[config.mk]
export PLATFORM = sky130hd
export DESIGN_NAME = cpu_run_controller
export DESIGN_NICKNAME = d
export VERILOG_FILES = /design/src/rtl/cpu_run_controller.sv
export SDC_FILE = /design/constraint.sdc
export NUM_CORES = 1
export LEC_CHECK = 0
export CORE_MARGIN = 2
export CORE_UTILIZATION = 40
export CTS_BUF_LIST = sky130_fd_sc_hd__clkbuf_8
export DETAILED_ROUTE_END_ITERATION = 8
export PLACE_DENSITY = 0.79
export SLEW_MARGIN = 10
export SYNTH_ARGS = -nofsm -noshare
export SYNTH_HDL_FRONTEND = slang
export SYNTH_SLANG_ARGS = --single-unit
[constraint.sdc]
create_clock -name CLK -period 2.6 [get_ports CLK]
set_clock_uncertainty 0.2 [all_clocks]
set_input_delay 0.26 -clock CLK [delete_from_list [all_inputs] [get_ports CLK]]
set_output_delay 0.26 -clock CLK [all_outputs]
set_load 0.05 [all_outputs]
[src/rtl/cpu_run_controller.sv]
// Run/step/halt/breakpoint controller that gates the CPU clock enable and
// counts enabled cycles and fetched instructions.
module cpu_run_controller #(
    parameter int unsigned DIGIT = 32
) (
    input  logic             CLK,
    input  logic             reset,
    input  logic             btn_run,
    input  logic             btn_step,
    input  logic             btn_halt,
    input  logic             clr_cnt,
    input  logic             bp_enable,
    input  logic [DIGIT-1:0] bp_addr,
    input  logic [DIGIT-1:0] pc,
    input  logic             fetch,
    output logic             run,
    output logic [1:0]       state,
    output logic [DIGIT-1:0] cycle_count,
    output logic [DIGIT-1:0] instr_count
);

    typedef enum logic [1:0] {
        StHalt  = 2'b00,
        StRun   = 2'b01,
        StStep  = 2'b10,
        StBreak = 2'b11
    } state_e;

    state_e           state_q, state_d;
    logic [2:0]       btn, btn_q, block_q, press;
    logic             press_run, press_step, press_halt;
    logic             skip_q, skip_d, armed_q, armed_d;
    logic             bp_hit;
    logic [DIGIT-1:0] cycle_q, cycle_d, instr_q, instr_d;

    assign btn = {btn_halt, btn_step, btn_run};

    // block_q masks a button that was already held when reset was applied,
    // so it only counts as pressed after being released once.
    assign press      = btn & ~btn_q & ~block_q;
    assign press_run  = press[0];
    assign press_step = press[1];
    assign press_halt = press[2];

    assign bp_hit = fetch & bp_enable & (pc == bp_addr) & ~skip_q;

    always_comb begin
        state_d = state_q;
        run     = 1'b0;
        unique case (state_q)
            StHalt: begin
                if (!press_halt) begin
                    if (press_run) begin
                        state_d = StRun;
                    end else if (press_step) begin
                        state_d = StStep;
                    end
                end
            end
            StRun: begin
                if (press_halt) begin
                    state_d = StHalt;
                end else if (bp_hit) begin
                    state_d = StBreak;
                end else begin
                    run = 1'b1;
                end
            end
            StStep: begin
                if (press_halt || (fetch && armed_q)) begin
                    state_d = StHalt;
                end else begin
                    run = 1'b1;
                end
            end
            StBreak: begin
                if (press_halt) begin
                    state_d = StHalt;
                end else if (press_run) begin
                    state_d = StRun;
                end else if (press_step) begin
                    state_d = StStep;
                end
            end
            default: state_d = StHalt;
        endcase
    end

    always_comb begin
        skip_d  = skip_q;
        armed_d = armed_q;
        cycle_d = cycle_q;
        instr_d = instr_q;

        // Resuming from a breakpoint must let the breakpointed fetch through once.
        if (state_q == StBreak && (state_d == StRun || state_d == StStep)) begin
            skip_d = 1'b1;
        end else if (fetch && run) begin
            skip_d = 1'b0;
        end

        if (state_d == StStep && state_q != StStep) begin
            armed_d = 1'b0;
        end else if (run) begin
            armed_d = 1'b1;
        end

        if (clr_cnt) begin
            cycle_d = '0;
            instr_d = '0;
        end else begin
            if (run) begin
                cycle_d = cycle_q + DIGIT'(1);
            end
            if (run && fetch) begin
                instr_d = instr_q + DIGIT'(1);
            end
        end
    end

    always_ff @(posedge CLK) begin
        if (!reset) begin
            state_q <= StHalt;
            btn_q   <= 3'b000;
            block_q <= btn;
            skip_q  <= 1'b0;
            armed_q <= 1'b0;
            cycle_q <= '0;
            instr_q <= '0;
        end else begin
            state_q <= state_d;
            btn_q   <= btn;
            block_q <= block_q & btn;
            skip_q  <= skip_d;
            armed_q <= armed_d;
            cycle_q <= cycle_d;
            instr_q <= instr_d;
        end
    end

    assign state       = state_q;
    assign cycle_count = cycle_q;
    assign instr_count = instr_q;

endmodule
After elaboration in Yosys (flattened, before gate mapping)
Cells that the tools add are included.
- register bits: 74
- latch bits: 0
- memory bits (writable): 0
- memory bits (read-only): 0
- bits of input ports: 72
- output and inout bits: 67
- word-level logic and storage cells: 51
- memories kept: 0
- add/subtract/negate cells: 2
- multiply operators: 0
- div/mod/pow operators: 0
- order comparisons: 0
- equal/unequal tests: 7
- shifts and indexed selects: 0
- multiplexer cells: 15
- bitwise operators: 10
- reductions and logical operators: 10
- operator list (operator ; number):
    $add 32x1->32 const B ; 2
    $eq 32x32->1 ; 1
    $mux 2 ; 7
    $and 3x3->3 ; 3
    $pmux 2 s4 ; 1
    $eq 2x2->1 const B ; 3
    $not 3->3 ; 2
    $mux 1 ; 5
    $eq 2x1->1 const B ; 2
    $logic_and 1x1->1 ; 4
    $reduce_or 2->1 ; 2
    $and 1x1->1 ; 3
    $mux 3 ; 1
    $logic_not 2->1 ; 1
    $logic_or 1x1->1 ; 2
    $ne 2x2->1 const B ; 1
    $not 1->1 ; 2
    $pmux 1 s2 ; 1
    $reduce_bool 2->1 ; 1

Depth between registers and ports, before layout
Gate-level depths: netlist of the first run.
- depth in word-level cells: 11
- gate-level depth with buffers: 10

Least setup slack after synthesis of the first run
OpenSTA, ideal clock, no wires.
- path kind: register to register
- start: reg state_q[1] (netlist: state[1])
- end: reg armed_q
- library setup time: 0.061 ns
- data arrival time: 2.651 ns
- path slack: -0.312 ns
- stages on the path, launching flop included: 7
- buffers on the path: 1
- period minus slack after synthesis: 2.912 ns
- cell sequence: dfxtp_1 > ha_1 > a21boi_2 > o211ai_1 > buf_2 > nor2_1 > o221a_2
- elaborated cells on any way between the ends: 17
- classes of those cells: eq/ne: 5; mux: 9; reduce/logical: 3
- RTL lines (item ; RTL line ; text):
    from (decl) ; 29 ; state_e state_q, state_d;
    from (signal assigned) ; 123 ; state_q <= StHalt;
    from (signal assigned) ; 131 ; state_q <= state_d;
    $eq 2x2->1 / $eq 2x1->1 (equally long branches) ; 50 ; unique case (state_q)
    $pmux 1 s2 * ; 50 ;
    named net run ; 16 ; output logic run,
    to (signal assigned) ; 135 ; armed_q <= armed_d;
    to (decl) ; 32 ; logic skip_q, skip_d, armed_q, armed_d;
Mark *: on every way through the listed nets, which the timed path passes. The rest lies on a longest branch.
A chain may end at the register's enable or synchronous reset.

Final worst setup path of the first run
- start: in pc[30]
- end: reg skip_q
- cells in the longest elaborated chain, start to end: 10
- elaborated cells on any way between the ends: 16
- classes of those cells: eq/ne: 3; mux: 7; bitwise: 2; reduce/logical: 4
- ends and longest elaborated chain (item ; RTL line ; text):
    from (decl) ; 14 ; input logic [DIGIT-1:0] pc,
    $eq 32x32->1 * ; 45 ; assign bp_hit = fetch & bp_enable & (pc == bp_addr) & ~skip_q;
    $and 1x1->1 * (2 in series) ; 45 ;
    $mux 2 * ; 63 ; end else if (bp_hit) begin
    $mux 2 * ; 61 ; if (press_halt) begin
    $pmux 2 s4 * ; 50 ;
    named net state_d[1] ; 29 ;
    $eq 2x1->1 / $eq 2x2->1 (equally long branches) ; 96 ; if (state_q == StBreak && (state_d == StRun || state_d == StStep)) begin
    $logic_or 1x1->1 * ; 96 ;
    $logic_and 1x1->1 * ; 96 ;
    $mux 1 / $reduce_bool 2->1 (equally long branches) ; -- ;
    to (signal assigned) ; 134 ; skip_q <= skip_d;
    to (decl) ; 32 ;
Marked as above.

==> impl_metrics.py, run 1 <==
metrics = {
    "logic_synthesis": {
        "synth_edf_count": 0,
        "seq_area_frac_synth": 0.324,
        "avgSynthCellArea_um2": 8.26,
        "synth.net_count": 632,
        "synth_top_cell_by_area": "dfxtp_1",
        "synth_top_area_share": 0.324,
        "ys.flop_type": "dfxtp_1",
        "synth.distinct_cells": 60,
        "synth-seq-cells": 74,
        "synthTopCellsByArea": "dfxtp_1, or4_1, o31ai_1",
        "ys_warn_count": 0,
        "async_flop_share": 0,
        "syn_inst": 553,
        "syn_area_um2": 4570,
    },
    "power": {
        "peakVddDrop_v": 0.000217,
        "p_leak_nw": 2.41,
        "power_density_nw_per_um2": 376,
    },
    "sta": {
        "worstMarginPinSlew_ps": 538,
        "min_period_ps": 2620,
        "fmax_mhz": 382,
        "slew_viol_final": 0,
        "slew_headroom": 0.638,
        "setup_viol": 2,
        "holdWs_ps": 272,
        "tns_ps": -23.3,
        "layout_setup_ws_ps": -19.0,
        "final_hold_viol_count": 0,
        "fin_crit_sh": 1.01,
    },
    "clock_network": {
        "hold_buffers": 0,
        "cts_sinks": 74,
        "numCtsBuffers": 9,
        "cts_root_buffer": "clkbuf_8",
        "worstSkewPairLatency_ps": 350,
        "clkTransAtPathRegs_ps": 80,
        "cts_tree": "done",
        "clockBufferDepth": 2,
        "htree_levels": 3,
    },
    "worst_hold_path": {
        "hp-class": "reg2reg",
        "holdPathStages": 1,
    },
    "floorplan": {
        "coreArea_um2": 11300,
        "pin_count": 139,
        "chipHeight_um": 111,
        "fp.dieW_um": 111,
        "row_count": 39,
        "dieArea_um2": 12300,
        "initial_core_util": 0.405,
    },
    "global_routing": {
        "grt_usage": 0.214,
        "grt_max_degree": 34,
        "grt_pass1_vias": 4781,
        "overflow": 0,
        "grt_first_pass_wirelength_um": 22200,
        "antenna_found_initial": 0,
    },
    "finish": {
        "multi_input_area_um2": 3040,
        "drive_above_1_share": 0.174,
        "regArea_um2": 1490,
        "fin_util": 0.609,
        "fin_area_um2": 6860,
        "insertedDiodeCount": 0,
        "syn2layout_area_growth_pct": 50.2,
        "fill_cells": 918,
        "finalNetCount": 803,
    },
    "worst_setup_path": {
        "cp.required_ps": 2680,
        "worstPathBufferInverterCount": 2,
        "path_cells": "clkdlybuf4s50_1 -> xor2_1 -> nor4_1 -> nand4_1 -> buf_4 -> nor4_4 -> nor2_2 -> o31ai_2 -> ha_1 -> nand2b_1 -> a21oi_2",
        "reg2reg_depth": 8,
        "critPathMaxFanout": 2,
        "slowest_stage": "clkdlybuf4s50_1",
        "path_class": "in2reg",
        "critPathLaunchType": "input port",
        "critPathArrivalTime_ps": 2700,
        "endpoint_kind": "register",
        "max_stage_delay_ps": 430,
        "path_depth": 11,
        "path_delay_family": "simple AND/OR/NAND/NOR gates",
    },
    "route": {
        "drcViolationCount": 0,
        "wl_um": 14000,
        "drt-pass1-iter-count": 6,
        "drt-initial-drc-count": 368,
        "vias": 5077,
        "postRouteAntennaNets": 0,
        "wl_per_cell_um": 16.0,
        "via_per_inst": 5.82,
    },
    "placement": {
        "portBuffers": 138,
        "gp_congestion": 0.911,
        "dp_slack_ps": -404,
        "dpl_cell_area_um2": 6390,
        "hpwl_um": 10100,
    },
    "status": {
        "status": "complete, but fails checks",
        "violations": "negative setup slack",
    },
    "job": {
        "drv_cap": 0,
    },
}
synthesized netlist by cell type, drive strengths merged (4+ instances only):
cell type and n:
nand3 27, a21oi 61, o21ai 10, and3 13, nor2 27, buf 14, or3 5, dfxtp 74
mux2i 12, o31ai 38, and2 9, or4 40, or2 10, inv 11, nand2 62, xor2 29
ha 7, o211ai 4, nand4 19, nor4 21, clkbuf 16
where the power goes:
group / internal (mW) / switching, mW
Combinational: 0.233 / 0.220
Clock: 0.521 / 0.448
Sequential: 1.15 / 0.0125
Total: 1.90 / 0.680
worst paths after layout:
path	from	end	slack, ps
min reg2reg	block_q[1]	block_q[1]	270
max reg2reg	state[1]	instr_count[30]	140
max	pc[30]	skip_q	-20
min	block_q[1]	block_q[1]	270
placed cells by master, fill, tap and decap left out, types with 3 or more instances in the layout:
cell type and n:
nand2_1 62, nor3_1 3, buf_4 47, a21oi_2 7, inv_1 11, o21a_1 3, mux2i_1 12, nor4_2 6
dfxtp_1 72, nor4_1 9, dlymetal6s2s_1 18, xor2_2 9, buf_12 5, nor4_4 6, clkdlybuf4s50_1 119, o21ai_0 7
or2_2 10, xnor2_1 3, nand3_1 26, o211ai_1 4, and4_1 3, a31oi_1 3, nor2_1 25, nand4_1 18
xor2_1 20, and3_1 12, or3_1 5, and2_1 8, or4_1 39, ha_1 7, a41o_1 3, clkbuf_8 12
o31ai_1 37, a21oi_1 54
sequential cells by signal, summed over array words and instances, names as in the netlist:
| register | flops |
|---|---|
| cycle_count | 32 |
| state | 2 |
| instr_count | 32 |
| skip_q | 1 |
| armed_q | 1 |
| btn_q | 3 |
| block_q | 3 |
what timing repair did:
action,4_1_cts,5_1_grt
buffers inserted,0,7
gates cloned,0,0
pin swaps,0,15
resized for setup,5,39
setup endpoints to repair,3,28
cell families (layout without fill, tap and decap cells):
group / count (synthesis) / in the layout / synth area share
multiplexers: 12 / 12 / 0.0263
XOR/XNOR: 32 / 32 / 0.0614
adder cells (fa/ha/maj): 7 / 7 / 0.0192
buffers and inverters: 42 / 218 / 0.0438
AND/OR/NAND/NOR: 248 / 248 / 0.321
AO/OA/AOI/OAI: 138 / 138 / 0.204
flip-flops: 74 / 74 / 0.324
metrics by stage:
step	total power, mW	std cells
3_3_place_gp	1.59	849
3_5_place_dp	1.60	849
4_1_cts	2.57	865
5_1_grt	2.68	872
2_1_floorplan	1.38	553
6_report	2.58	872
cell type report:
class / instances / share of cell area
flip-flops and latches: 74 / 0.217
inverters: 11 / 0.00602
multi-input cells: 437 / 0.444
well taps: 143 / 0.0261
repair buffers: 191 / 0.276
clock buffers: 12 / 0.0241
clock inverters: 4 / 0.00711
layer usage:
layer  up-vias  wire length (um)  track usage
li1       2429                 -            -
met1      2420              5670        0.257
met2       208              7190        0.376
met3        20               901       0.0383
met4         0               219       0.0892
met5         -                 0            0
(Power assumes the default switching activity.)
==> run 2, diff against run 1 <==
Settings changed: CAP_MARGIN set to 15.
==> results of run 2 <==
Same layout as run 1: the final DEF is identical, and so are final timing and power.
==> run 3, diff against run 2 <==
Settings changed: PLACE_DENSITY 0.79 to 0.72, SETUP_SLACK_MARGIN set to 0.02.
==> impl_metrics.py, run 3 (synthesis results as in run 1) <==
metrics = {
    "job": {
        "drv_cap": 0,
    },
    "worst_hold_path": {
        "hold_start": "block_q[0]",
        "hp-class": "reg2reg",
    },
    "placement": {
        "dpl_cell_area_um2": 6520,
        "hpwl_um": 10500,
        "gp_congestion": 0.869,
        "portBuffers": 138,
        "dp_slack_ps": -320,
        "place_inst": 857,
    },
    "finish": {
        "final_common_cell": "clkdlybuf4s50_1",
        "drive_above_1_share": 0.173,
        "insertedDiodeCount": 0,
        "finalNetCount": 811,
        "stdcell_count": 879,
        "fin_area_um2": 6890,
        "layout_common_cells": "clkdlybuf4s50_1, dfxtp_1, nand2_1",
        "syn2layout_area_growth_pct": 50.9,
    },
    "route": {
        "drcViolationCount": 0,
        "drt-pass1-iter-count": 7,
        "via_per_inst": 5.66,
        "postRouteAntennaNets": 0,
        "vias": 4978,
        "drt-initial-drc-count": 267,
        "wl_um": 14100,
        "wl_per_cell_um": 16.0,
    },
    "worst_setup_path": {
        "critPathMaxFanout": 2,
        "path_cells": "clkdlybuf4s50_1 -> xor2_2 -> nor4_2 -> nand4_1 -> buf_4 -> nor4_4 -> clkbuf_16 -> nor2_4 -> buf_12",
        "worstPathBufferInverterCount": 4,
        "crit-reg2reg-launch": "state[1]",
        "critPathLaunchType": "input port",
        "path_delay_family": "buffers and inverters",
        "max_stage_delay_ps": 440,
        "critPathArrivalTime_ps": 2100,
        "endpoint_kind": "output port",
        "slowest_stage": "clkdlybuf4s50_1",
        "cp.required_ps": 2140,
        "crit_start": "pc[17]",
        "path_class": "in2out",
    },
    "sta": {
        "slew_headroom": 0.636,
        "final_hold_viol_count": 0,
        "worstMarginPinSlew_ps": 545,
        "fin_crit_sh": 0.986,
        "layout_setup_ws_ps": 35.9,
        "setup_viol": 0,
        "tns_ps": 0,
        "fmax_mhz": 390,
        "slew_viol_final": 0,
        "min_period_ps": 2560,
    },
    "clock_network": {
        "cts_root_buffer": "clkbuf_8",
        "numCtsBuffers": 9,
        "cts_tree": "done",
        "cts_sinks": 74,
        "worstSkewPairLatency_ps": 350,
        "clkTransAtPathRegs_ps": 80,
        "clockBufferDepth": 2,
        "htree_levels": 3,
    },
    "global_routing": {
        "overflow": 0,
        "antenna_found_initial": 0,
        "grt_usage": 0.224,
        "grt_max_degree": 34,
        "grt_pass1_vias": 4843,
        "grt_first_pass_wirelength_um": 23000,
    },
    "floorplan": {
        "row_count": 39,
        "dieArea_um2": 12300,
        "coreArea_um2": 11300,
        "fp.dieW_um": 111,
        "initial_core_util": 0.405,
        "pin_count": 139,
        "chipHeight_um": 111,
    },
    "power": {
        "p_leak_nw": 2.42,
        "power_density_nw_per_um2": 360,
        "peakVddDrop_v": 0.000205,
        "p_total_mw": 2.48,
    },
    "status": {
        "status": "finished clean",
    },
}
-- run 3: cell count changes in the layout (fill, tap and decap cells not counted), sizes merged --
cell,before,now
buf,54,61
dlygate4sd2,0,7
clkdlybuf4s50,119,115
dlymetal6s2s,18,15
clkbuf,12,10
clkinv,3,5
-- run 3: timing repair --
item / in CTS / in global routing
hold buffers: 0 / 0
gates cloned: 0 / 0
setup endpoints to repair: 1 / 21
setup buffers: 6 / 1
gates resized for setup: 8 / 30
pin swaps: 13 / 11
-- run 3: worst paths after layout --
kind / endpoint / slack (ps) / cells after the start
max: run / 40 / 9
min: block_q[0] / 270 / 1
max reg2reg: cycle_count[7] / 170 / 8
min reg2reg: block_q[0] / 270 / 1
-- run 3: area by class of cell --
class                           instances  area, um2
Clock buffer                            9        124
Clock inverter                          6       58.8
Fill cell                             965       4380
Inverter                               11       41.3
Multi-Input combinational cell        437       3010
Sequential cell                        74       1480
Tap cell                              143        179
Timing Repair Buffer                  199       2000
-- run 3: stage by stage --
step | hold WS [ps] | utilization
floorplan | 163 | -
global placement | 248 | 0.578
detailed placement | 254 | 0.578
CTS | 273 | 0.598
global route | 297 | 0.612
finish | 271 | 0.612
-- run 3: layer usage --
layer / global-route usage / share of wire
met1: 0.259 / 0.41
met2: 0.417 / 0.52
met3: 0.0421 / 0.053
met4: 0.0658 / 0.013
met5: 0 / 0
-- run 3: power breakdown --
| group | switching (mW) | internal (mW) | leakage, nW |
|---|---|---|---|
| combinational | 0.216 | 0.232 | 1.73 |
| clock | 0.446 | 0.433 | 0.0986 |
| sequential | 0.0113 | 1.14 | 0.598 |
| total | 0.673 | 1.81 | 2.42 |
